<file path="src/rtl/time_parse_pkg.sv">
// Shared types and constants for the time-string parser.
// Contents: counter/flag types, timestamp tick weights, ASCII codes of the
// framing characters, and the parser state encoding.
package time_parse_pkg;

  localparam int unsigned COUNTER_W   = 17;
  localparam int unsigned COUNTER_MAX = 86399;

  typedef logic [COUNTER_W-1:0] counter_t;

  // Registered one-cycle result pulses; at most one is set at a time.
  typedef struct packed {
    logic set;
    logic alarm;
    logic err;
  } flag_t;

  localparam counter_t MIN_TICK  = counter_t'(60);
  localparam counter_t HOUR_TICK = counter_t'(3600);
  localparam counter_t AMPM_TICK = counter_t'(43200);

  localparam logic [7:0] CH_T     = 8'h54;
  localparam logic [7:0] CH_A     = 8'h41;
  localparam logic [7:0] CH_P     = 8'h50;
  localparam logic [7:0] CH_M     = 8'h4D;
  localparam logic [7:0] CH_COLON = 8'h3A;
  localparam logic [7:0] CH_SPACE = 8'h20;
  localparam logic [7:0] CH_LF    = 8'h0A;
  localparam logic [7:0] CH_CR    = 8'h0D;

  typedef enum logic [1:0] {
    StIdle,
    StField,
    StDrain,
    StEmit
  } state_e;

endpackage

</file>
<file path="src/rtl/ascii_digit_m.sv">
// Combinational ASCII decimal digit decoder.
// Ports:
//   char_i     - ASCII byte
//   is_digit_o - byte is '0'..'9'
//   value_o    - numeric value (meaningful only when is_digit_o)
module ascii_digit_m (
  input  logic [7:0] char_i,
  output logic       is_digit_o,
  output logic [3:0] value_o
);

  assign is_digit_o = (char_i >= 8'h30) && (char_i <= 8'h39);
  // '0'..'9' are 0x30..0x39, so the low nibble is the value.
  assign value_o    = char_i[3:0];

endmodule

</file>
<file path="src/rtl/time_parse_m.sv">
// Parses "<T|A>HH:MM:SS <A|P>M\n" frames into seconds since midnight.
// Ports:
//   clock, reset_n           - clock, async active-low reset
//   char_valid/char_data     - input byte stream
//   char_ready               - byte accepted when char_valid && char_ready
//   set_flag/set_time        - pulse + held value for a new clock time
//   alarm_flag/alarm_time    - pulse + held value for a new alarm time
//   err                      - pulse when a frame is rejected
module time_parse_m
  import time_parse_pkg::*;
#(
  parameter int unsigned COUNTER_MAX = 86399,
  parameter int unsigned COUNTER_W   = 17
) (
  input  logic                 clock,
  input  logic                 reset_n,
  input  logic                 char_valid,
  input  logic [7:0]           char_data,
  output logic                 char_ready,
  output logic                 set_flag,
  output logic [COUNTER_W-1:0] set_time,
  output logic                 alarm_flag,
  output logic [COUNTER_W-1:0] alarm_time,
  output logic                 err
);

  state_e               state_q, state_d;
  logic [3:0]           pos_q, pos_d;
  logic [COUNTER_W-1:0] acc_q, acc_d;
  logic [3:0]           hour_q, hour_d;
  logic                 tgt_alarm_q, tgt_alarm_d;
  logic                 pm_q, pm_d;
  logic [COUNTER_W-1:0] set_time_q, set_time_d;
  logic [COUNTER_W-1:0] alarm_time_q, alarm_time_d;
  flag_t                flags_q, flags_d;

  logic                 fire, is_cr, is_lf, byte_ok;
  logic                 is_digit;
  logic [3:0]           digit;
  logic [COUNTER_W-1:0] d_ext;
  logic [4:0]           hour_full;
  logic [COUNTER_W:0]   acc_corr;

  ascii_digit_m u_digit (
    .char_i     (char_data),
    .is_digit_o (is_digit),
    .value_o    (digit)
  );

  assign fire      = char_valid && char_ready;
  assign is_cr     = (char_data == CH_CR);
  assign is_lf     = (char_data == CH_LF);
  assign d_ext     = COUNTER_W'(digit);
  assign hour_full = 5'(hour_q) * 5'd10 + 5'(digit);

  // 12 AM/PM carries 12*3600 from the digits; fold it to 0, then add the PM offset.
  always_comb begin
    acc_corr = {1'b0, acc_q};
    if (hour_q == 4'd12) acc_corr = acc_corr - (COUNTER_W+1)'(AMPM_TICK);
    if (pm_q)            acc_corr = acc_corr + (COUNTER_W+1)'(AMPM_TICK);
  end

  // Per-position byte class check and accumulator update.
  always_comb begin
    byte_ok = 1'b0;
    acc_d   = acc_q;
    hour_d  = hour_q;
    pm_d    = pm_q;
    case (pos_q)
      4'd1: begin
        byte_ok = is_digit && (digit <= 4'd1);
        acc_d   = acc_q + d_ext * COUNTER_W'(10 * HOUR_TICK);
        hour_d  = digit;
      end
      4'd2: begin
        byte_ok = is_digit && (hour_full >= 5'd1) && (hour_full <= 5'd12);
        acc_d   = acc_q + d_ext * COUNTER_W'(HOUR_TICK);
        hour_d  = hour_full[3:0];
      end
      4'd3, 4'd6: byte_ok = (char_data == CH_COLON);
      4'd4: begin
        byte_ok = is_digit && (digit <= 4'd5);
        acc_d   = acc_q + d_ext * COUNTER_W'(10 * MIN_TICK);
      end
      4'd5: begin
        byte_ok = is_digit;
        acc_d   = acc_q + d_ext * COUNTER_W'(MIN_TICK);
      end
      4'd7: begin
        byte_ok = is_digit && (digit <= 4'd5);
        acc_d   = acc_q + d_ext * COUNTER_W'(10);
      end
      4'd8: begin
        byte_ok = is_digit;
        acc_d   = acc_q + d_ext;
      end
      4'd9:  byte_ok = (char_data == CH_SPACE);
      4'd10: begin
        byte_ok = (char_data == CH_A) || (char_data == CH_P);
        pm_d    = (char_data == CH_P);
      end
      4'd11: begin
        byte_ok = (char_data == CH_M);
        acc_d   = (acc_corr > (COUNTER_W+1)'(COUNTER_MAX)) ? COUNTER_W'(COUNTER_MAX)
                                                           : acc_corr[COUNTER_W-1:0];
      end
      default: byte_ok = 1'b0;  // position 12 only takes '\n'
    endcase
  end

  // State register.
  always_ff @(posedge clock or negedge reset_n) begin
    if (!reset_n) state_q <= StIdle;
    else          state_q <= state_d;
  end

  // Next-state logic.
  always_comb begin
    state_d = state_q;
    unique case (state_q)
      StIdle: begin
        if (fire && !is_cr && !is_lf) begin
          state_d = (char_data == CH_T || char_data == CH_A) ? StField : StDrain;
        end
      end
      StField: begin
        if (fire && !is_cr) begin
          if (is_lf)         state_d = (pos_q == 4'd12) ? StEmit : StIdle;
          else if (!byte_ok) state_d = StDrain;
        end
      end
      StDrain: if (fire && is_lf) state_d = StIdle;
      StEmit:  state_d = StIdle;
      default: state_d = StIdle;
    endcase
  end

  // Outputs decoded from state; ready is also held low during reset.
  always_comb begin
    char_ready = reset_n && (state_q != StEmit);
  end

  // Datapath and result registers.
  always_comb begin
    pos_d        = pos_q;
    tgt_alarm_d  = tgt_alarm_q;
    set_time_d   = set_time_q;
    alarm_time_d = alarm_time_q;
    flags_d      = '0;
    if (fire && !is_cr) begin
      unique case (state_q)
        StIdle: begin
          if (char_data == CH_T || char_data == CH_A) begin
            pos_d       = 4'd1;
            tgt_alarm_d = (char_data == CH_A);
          end
        end
        StField: begin
          if (is_lf) begin
            if (pos_q == 4'd12) begin
              if (tgt_alarm_q) begin
                alarm_time_d  = acc_q;
                flags_d.alarm = 1'b1;
              end else begin
                set_time_d    = acc_q;
                flags_d.set   = 1'b1;
              end
            end else begin
              flags_d.err = 1'b1;
            end
          end else if (byte_ok) begin
            pos_d = pos_q + 4'd1;
          end
        end
        StDrain: if (is_lf) flags_d.err = 1'b1;
        default: ;
      endcase
    end
  end

  always_ff @(posedge clock or negedge reset_n) begin
    if (!reset_n) begin
      pos_q        <= '0;
      acc_q        <= '0;
      hour_q       <= '0;
      tgt_alarm_q  <= 1'b0;
      pm_q         <= 1'b0;
      set_time_q   <= '0;
      alarm_time_q <= '0;
      flags_q      <= '0;
    end else begin
      pos_q        <= pos_d;
      tgt_alarm_q  <= tgt_alarm_d;
      set_time_q   <= set_time_d;
      alarm_time_q <= alarm_time_d;
      flags_q      <= flags_d;
      if (fire && state_q == StIdle) begin
        acc_q  <= '0;
        hour_q <= '0;
        pm_q   <= 1'b0;
      end else if (fire && state_q == StField && !is_cr && !is_lf && byte_ok) begin
        acc_q  <= acc_d;
        hour_q <= hour_d;
        pm_q   <= pm_d;
      end
    end
  end

  assign set_flag   = flags_q.set;
  assign alarm_flag = flags_q.alarm;
  assign err        = flags_q.err;
  assign set_time   = set_time_q;
  assign alarm_time = alarm_time_q;

endmodule

</file>
<file path="config.mk">
export PLATFORM = sky130hd
export DESIGN_NAME = time_parse_m
export DESIGN_NICKNAME = d
export VERILOG_FILES = /design/src/rtl/time_parse_pkg.sv /design/src/rtl/ascii_digit_m.sv /design/src/rtl/time_parse_m.sv
export SDC_FILE = /design/constraint.sdc
export NUM_CORES = 1
export LEC_CHECK = 0
export CAP_MARGIN = 20
export CORE_AREA = 10 10 161 163
export CTS_CLUSTER_SIZE = 10
export DETAILED_ROUTE_END_ITERATION = 10
export DIE_AREA = 0 0 171 173
export PLACE_DENSITY = 0.56
export SYNTH_ARGS = -nofsm -noshare
export SYNTH_HDL_FRONTEND = slang
export SYNTH_SLANG_ARGS = --single-unit
</file>
<file path="constraint.sdc">
create_clock -name clock -period 6.45 [get_ports clock]
set_clock_uncertainty 0.05 [all_clocks]
set_input_delay 1.29 -clock clock [delete_from_list [all_inputs] [get_ports clock]]
set_output_delay 1.29 -clock clock [all_outputs]
set_load 0.005 [all_outputs]
</file>
# --- Yosys cells after proc, flatten, opt, wreduce, memory -nomap -nowiden ---
# Cells that the tools add are included.
totals:
  reg_bits: 66
  latchBits: 0
  mem_bits_rw: 0
  mem_bits_ro: 0
  inputBits: 11
  out_inout_bits: 38
  n_memories: 0
classes:
  add_sub_neg: 10
  mul: 6
  n_div: 0
  magnitude_cmp: 7
  eq_ne: 32
  shifts: 0
  mux: 34
  bitwise_logic: 1
  n_reduce_logical: 36
op_table:
  columns: ["cell", "n"]
  rows:
  - ["$pmux 17 s7", 1]
  - ["$mux 17", 3]
  - ["$mux 18", 2]
  - ["$eq 8x7->1 const B", 4]
  - ["$eq 4x4->1 const B", 6]
  - ["$mux 4", 5]
  - ["$add 18x16->18 const B", 1]
  - ["$gt 18x17->1 const B", 1]
  - ["$mux 2", 9]
  - ["$sub 17x16->18 const B", 1]
  - ["$add 17x10->17", 1]
  - ["$add 17x14->17", 1]
  - ["$add 17x16->17", 1]
  - ["$add 17x17->17", 1]
  - ["$add 17x4->17", 1]
  - ["$add 17x8->17", 1]
  - ["$eq 4x3->1 const B", 4]
  - ["$eq 8x4->1 const B", 2]
  - ["$eq 8x6->1 const B", 2]
  - ["$pmux 4 s2", 2]
  - ["$logic_and 1x1->1", 15]
  - ["$reduce_and 5->1", 3]
  - ["$ne 2x2->1 const B", 7]
  - ["$mul 4x11->12 const B", 1]
  - ["34 further kinds", 51]

# --- Depth between registers and ports, before layout ---
depth:
  depth_word: 10
  mapped_depth: 23
  mapped_depth_nobuf: 22

# --- Modules after synthesis ---
# A second synthesis with hierarchy kept.
hier_totals:
  hier_cells: 1065
  hier_area_um2: 8707.1
by_module_without_submodules:
  columns: ["mod", "n_inst", "cells_each", "area_per_inst_um2", "seq_area_each_um2"]
  rows:
  - ["time_parse_m", 1, 1058, 8644.5, 1651.6]
  - ["ascii_digit_m", 1, 7, 62.6, 0.0]

# --- Least setup slack after synthesis ---
# No wires, ideal clock.
synth_path:
  path_kind: "input to register"
  startpoint: "in char_data[3]"
  endpoint: "reg acc_q[14]"
  setup_ps: 133
  arrival_time_ps: 5197
  setup_slack_ps: 1069
  stages: 22
  n_path_buf: 1
  path_cell_list: "clkbuf_1 -> inv_1 -> ha_1 -> inv_1 -> fa_1 -> inv_1 -> ha_1 -> a21o_1 -> a21oi_1 -> o21bai_1 -> a21oi_1 -> xnor2_1 -> ha_1 -> and3_1 -> a21oi_1 -> o31ai_1 -> o41ai_1 -> nor2_1 -> nor4_1 -> a41oi_1 -> o21bai_1 -> o211ai_1"
synth_between:
  elab_chain_len: 8
synth_lines:
  columns: ["element", "line_no", "source"]
  rows:
  - ["from (decl)", "time_parse_m.sv:18", "input logic [7:0] char_data,"]
  - ["branches (longest 8 deep; another with $add 17x17->17)", null, null]
  - ["to (signal assigned)", "time_parse_m.sv:184", "acc_q <= '0;"]
  - ["to (signal assigned)", "time_parse_m.sv:198", "acc_q <= '0;"]
  - ["to (signal assigned)", "time_parse_m.sv:202", "acc_q <= acc_d;"]
  - ["to (decl)", "time_parse_m.sv:29", "logic [COUNTER_W-1:0] acc_q, acc_d;"]
# Several ways; the timed one is not identified. The select of a mux whose other input is x is not followed.
# A chain may end at the register's enable or synchronous reset.

# --- Worst setup path in the final report ---
layout_path:
  startpoint: "in char_data[1]"
  endpoint: "reg acc_q[14]"
# The elaborated chain is that of the path after synthesis.

==> results.yml <==
outcome:
  outcome: "completed"
floorplanning:
  coreArea_sq_um: 22600
  die_x_microns: 171
  num_rows: 55
  ios: 49
  chipHeight_microns: 173
  initial_core_util_pct: 39.8
  die_area_sq_um: 29600
global_routing:
  grt_overflow: 0
  grt_max_degree: 67
  grt_pass1_vias: 8101
  grt_usage_pct: 19.9
  grt_pass1_wl_mm: 47.0
  antenna_found_initial: 0
worst_setup_path:
  r2r_start: "pos_q[0]$_DFFE_PN0P_"
  endpoint_kind: "flip-flop"
  path_class: "primary input to flip-flop"
  setup.worst_path.start: "char_data[1]"
  cp.required_ns: 6.62
  r2r-end: "acc_q[15]$_DFFE_PN0P_"
  crit_path_end: "acc_q[14]$_DFFE_PN0P_"
  r2r_cells: 11
  ff2ff_setup_slack_ns: 2.06
  crit_path_start_kind: "primary input"
  cp_max_fo: 10
  cp.arrival_ns: 5.85
synthesis:
  syn-num-nets: 1250
  synth.area.top_cells: "dfrtp_1 (18%), ha_1 (15%), xnor2_1 (5.6%), nand2_1 (5.3%), a21oi_1 (4.0%)"
  synth_top_cell_area_share_pct: 18.4
  ys_seq_elements: 66
  netlist-cell-type-count: 87
  ys_seq_area_share_pct: 18.4
  netlist_area_sq_um: 8990
  ys.warnings.count: 0
  synth-edff-count: 0
  syn-mean-instance-area_sq_um: 8.06
  synth_top_area_cell: "dfrtp_1"
  async_flop_share_pct: 100
  ys.flop_type: "dfrtp_1"
  synthCells: 1115
route:
  ant_nets: 0
  drc: 0
  drt_first_pass_iters: 5
  vias_per_cell: 6.02
  wl_per_cell_microns: 20.9
  routed_wl_mm: 29.9
  num_vias: 8599
  drt_iter0_markers: 844
finish:
  fin_nets: 1274
  drive_gt1_share_pct: 7.52
  final_cell_mix: "nand2_1 (126), ha_1 (109), a21oi_1 (72), o21ai_0 (70), dfrtp_1 (66)"
  final_common_cell: "nand2_1"
  n_antenna_cell: 0
  areaGrowthSynthToFinish_pct: 11.6
  fin_util_pct: 44.4
clocking:
  root_buffer: "clkbuf_16"
  cts_resized: 0
  cts_buffers: 9
  holdBufCountCts: 0
  clock_latency_ns: 0.35
  post-cts-setup-buffers: 0
  clk_path_buf_depth: 2
  ctsHtreeMaxLevel: 3
  clkTransAtPathRegs_ns: 0.06
  tritoncts: "built"
  cts.sinks: 66
min_path:
  hold_class: "flip-flop to flip-flop"
power_and_ir_drop:
  leakage_nw: 4.38
  ir_drop_v: 0.000116
  power_density_nw_per_um2: 181
sta:
  fin_crit_ns: 5.68
  setup_viol: 0
  hold_viol: 0
  finalCritPeriodShare_pct: 88.1
  slew-limit-headroom_pct: 39.5
  fmax_mhz: 176
  timing.setup.tns_ns: 0
  worstMarginPinSlew_ns: 0.907
  drv_slew: 0
  rsz0062_at_grt: "no"
placement:
  port_buffers: 48
  gp_congestion: 0.917
  dpl.hpwl_mm: 23.2
run:
  maxCapViolations: 0
==> per-stage QoR <==
step           instances  setup slack, ns  power, mW  hold slack (ns)  cell area [sq um]
5_1_grt             1429            0.427       1.94            0.440              10000
3_3_place_gp        1413            0.607       1.33            0.410               9750
6_report            1429            0.770       1.82            0.420              10000
3_5_place_dp        1413            0.442       1.34            0.413               9750
4_1_cts             1429            0.811       1.82            0.428              10000
2_1_floorplan       1115             1.07       1.09            0.420               8990
==> flip-flops by register name, indices dropped and copies added (netlist names) <==
name         cells
acc_q           17
alarm_time      17
set_time        17
hour_q           4
pos_q            4
state_q          2
alarm_flag       1
err              1
pm_q             1
set_flag         1
tgt_alarm_q      1
==> logic make-up (layout without fill, tap and decap cells) <==
kind of cell | count (synthesis) | in the layout | share of synthesized area (%)
fa+ha+maj | 124 | 124 | 18.5
flops | 66 | 66 | 18.4
buf+inv | 109 | 138 | 4.91
mux | 22 | 22 | 2.69
compound gates | 363 | 363 | 28.4
simple gates | 342 | 342 | 18.3
xor+xnor | 89 | 89 | 8.76
==> layout make-up <==
cell class / instances / area (sq um)
inverter: 51 / 191
clock buffer: 9 / 225
clock inverter: 7 / 55.1
timing repair buffer: 71 / 651
multi-input combinational: 940 / 6900
sequential: 66 / 1650
tap: 285 / 357
fill: 2246 / 12500
==> worst min path at each step <==
| stage | from | cells after the start | end |
|---|---|---|---|
| final | alarm_time[11]$_DFFE_PN0P_ | 2 | alarm_time[11]$_DFFE_PN0P_ |
| after global routing | alarm_time[8]$_DFFE_PN0P_ | 2 | alarm_time[8]$_DFFE_PN0P_ |
| after CTS | alarm_time[11]$_DFFE_PN0P_ | 2 | alarm_time[11]$_DFFE_PN0P_ |
| after detailed placement | alarm_time[11]$_DFFE_PN0P_ | 2 | alarm_time[11]$_DFFE_PN0P_ |
| after global placement | alarm_time[9]$_DFFE_PN0P_ | 2 | alarm_time[9]$_DFFE_PN0P_ |
| after floorplan | alarm_time[10]$_DFFE_PN0P_ | 2 | alarm_time[10]$_DFFE_PN0P_ |
==> synthesized netlist by cell type, types with 21 or more instances <==
cell type and n:
xor2_1 31, nand2_1 126, clkbuf_1 39, dfrtp_1 66
a21oi_1 72, a21o_1 22, nor3_1 37, inv_1 50
o21ai_0 70, nor2_1 65, nand3_1 21, xnor2_1 57
ha_1 109
==> metal layers <==
metal	up-vias	track usage, %	share of wire, %
met5	-	0	0
met4	0	5.76	2.0
met3	38	3.19	5.8
met2	261	30.8	45
met1	4118	27.6	47
li1	4182	-	-
==> critical path: stages <==
cell	delay [ns]
clkdlybuf4s50_1	0.61
buf_4	0.26
ha_1	0.28
ha_1	0.29
ha_1	0.34
a21o_1	0.19
a21oi_1	0.21
o21bai_1	0.09
a21oi_1	0.23
xnor2_1	0.15
ha_1	0.30
and3_1	0.18
a21oi_1	0.12
o31ai_1	0.12
o41ai_1	0.33
buf_4	0.20
nor2_1	0.05
nor4_1	0.25
a41oi_1	0.08
o21bai_1	0.18
o211ai_1	0.10
==> power breakdown <==
group	switching [mW]	total [mW]	internal (mW)
clock network	0.209	0.472	0.263
logic	0.514	0.854	0.340
registers	0.0600	0.493	0.433
Power figures use the tool's default switching activity.
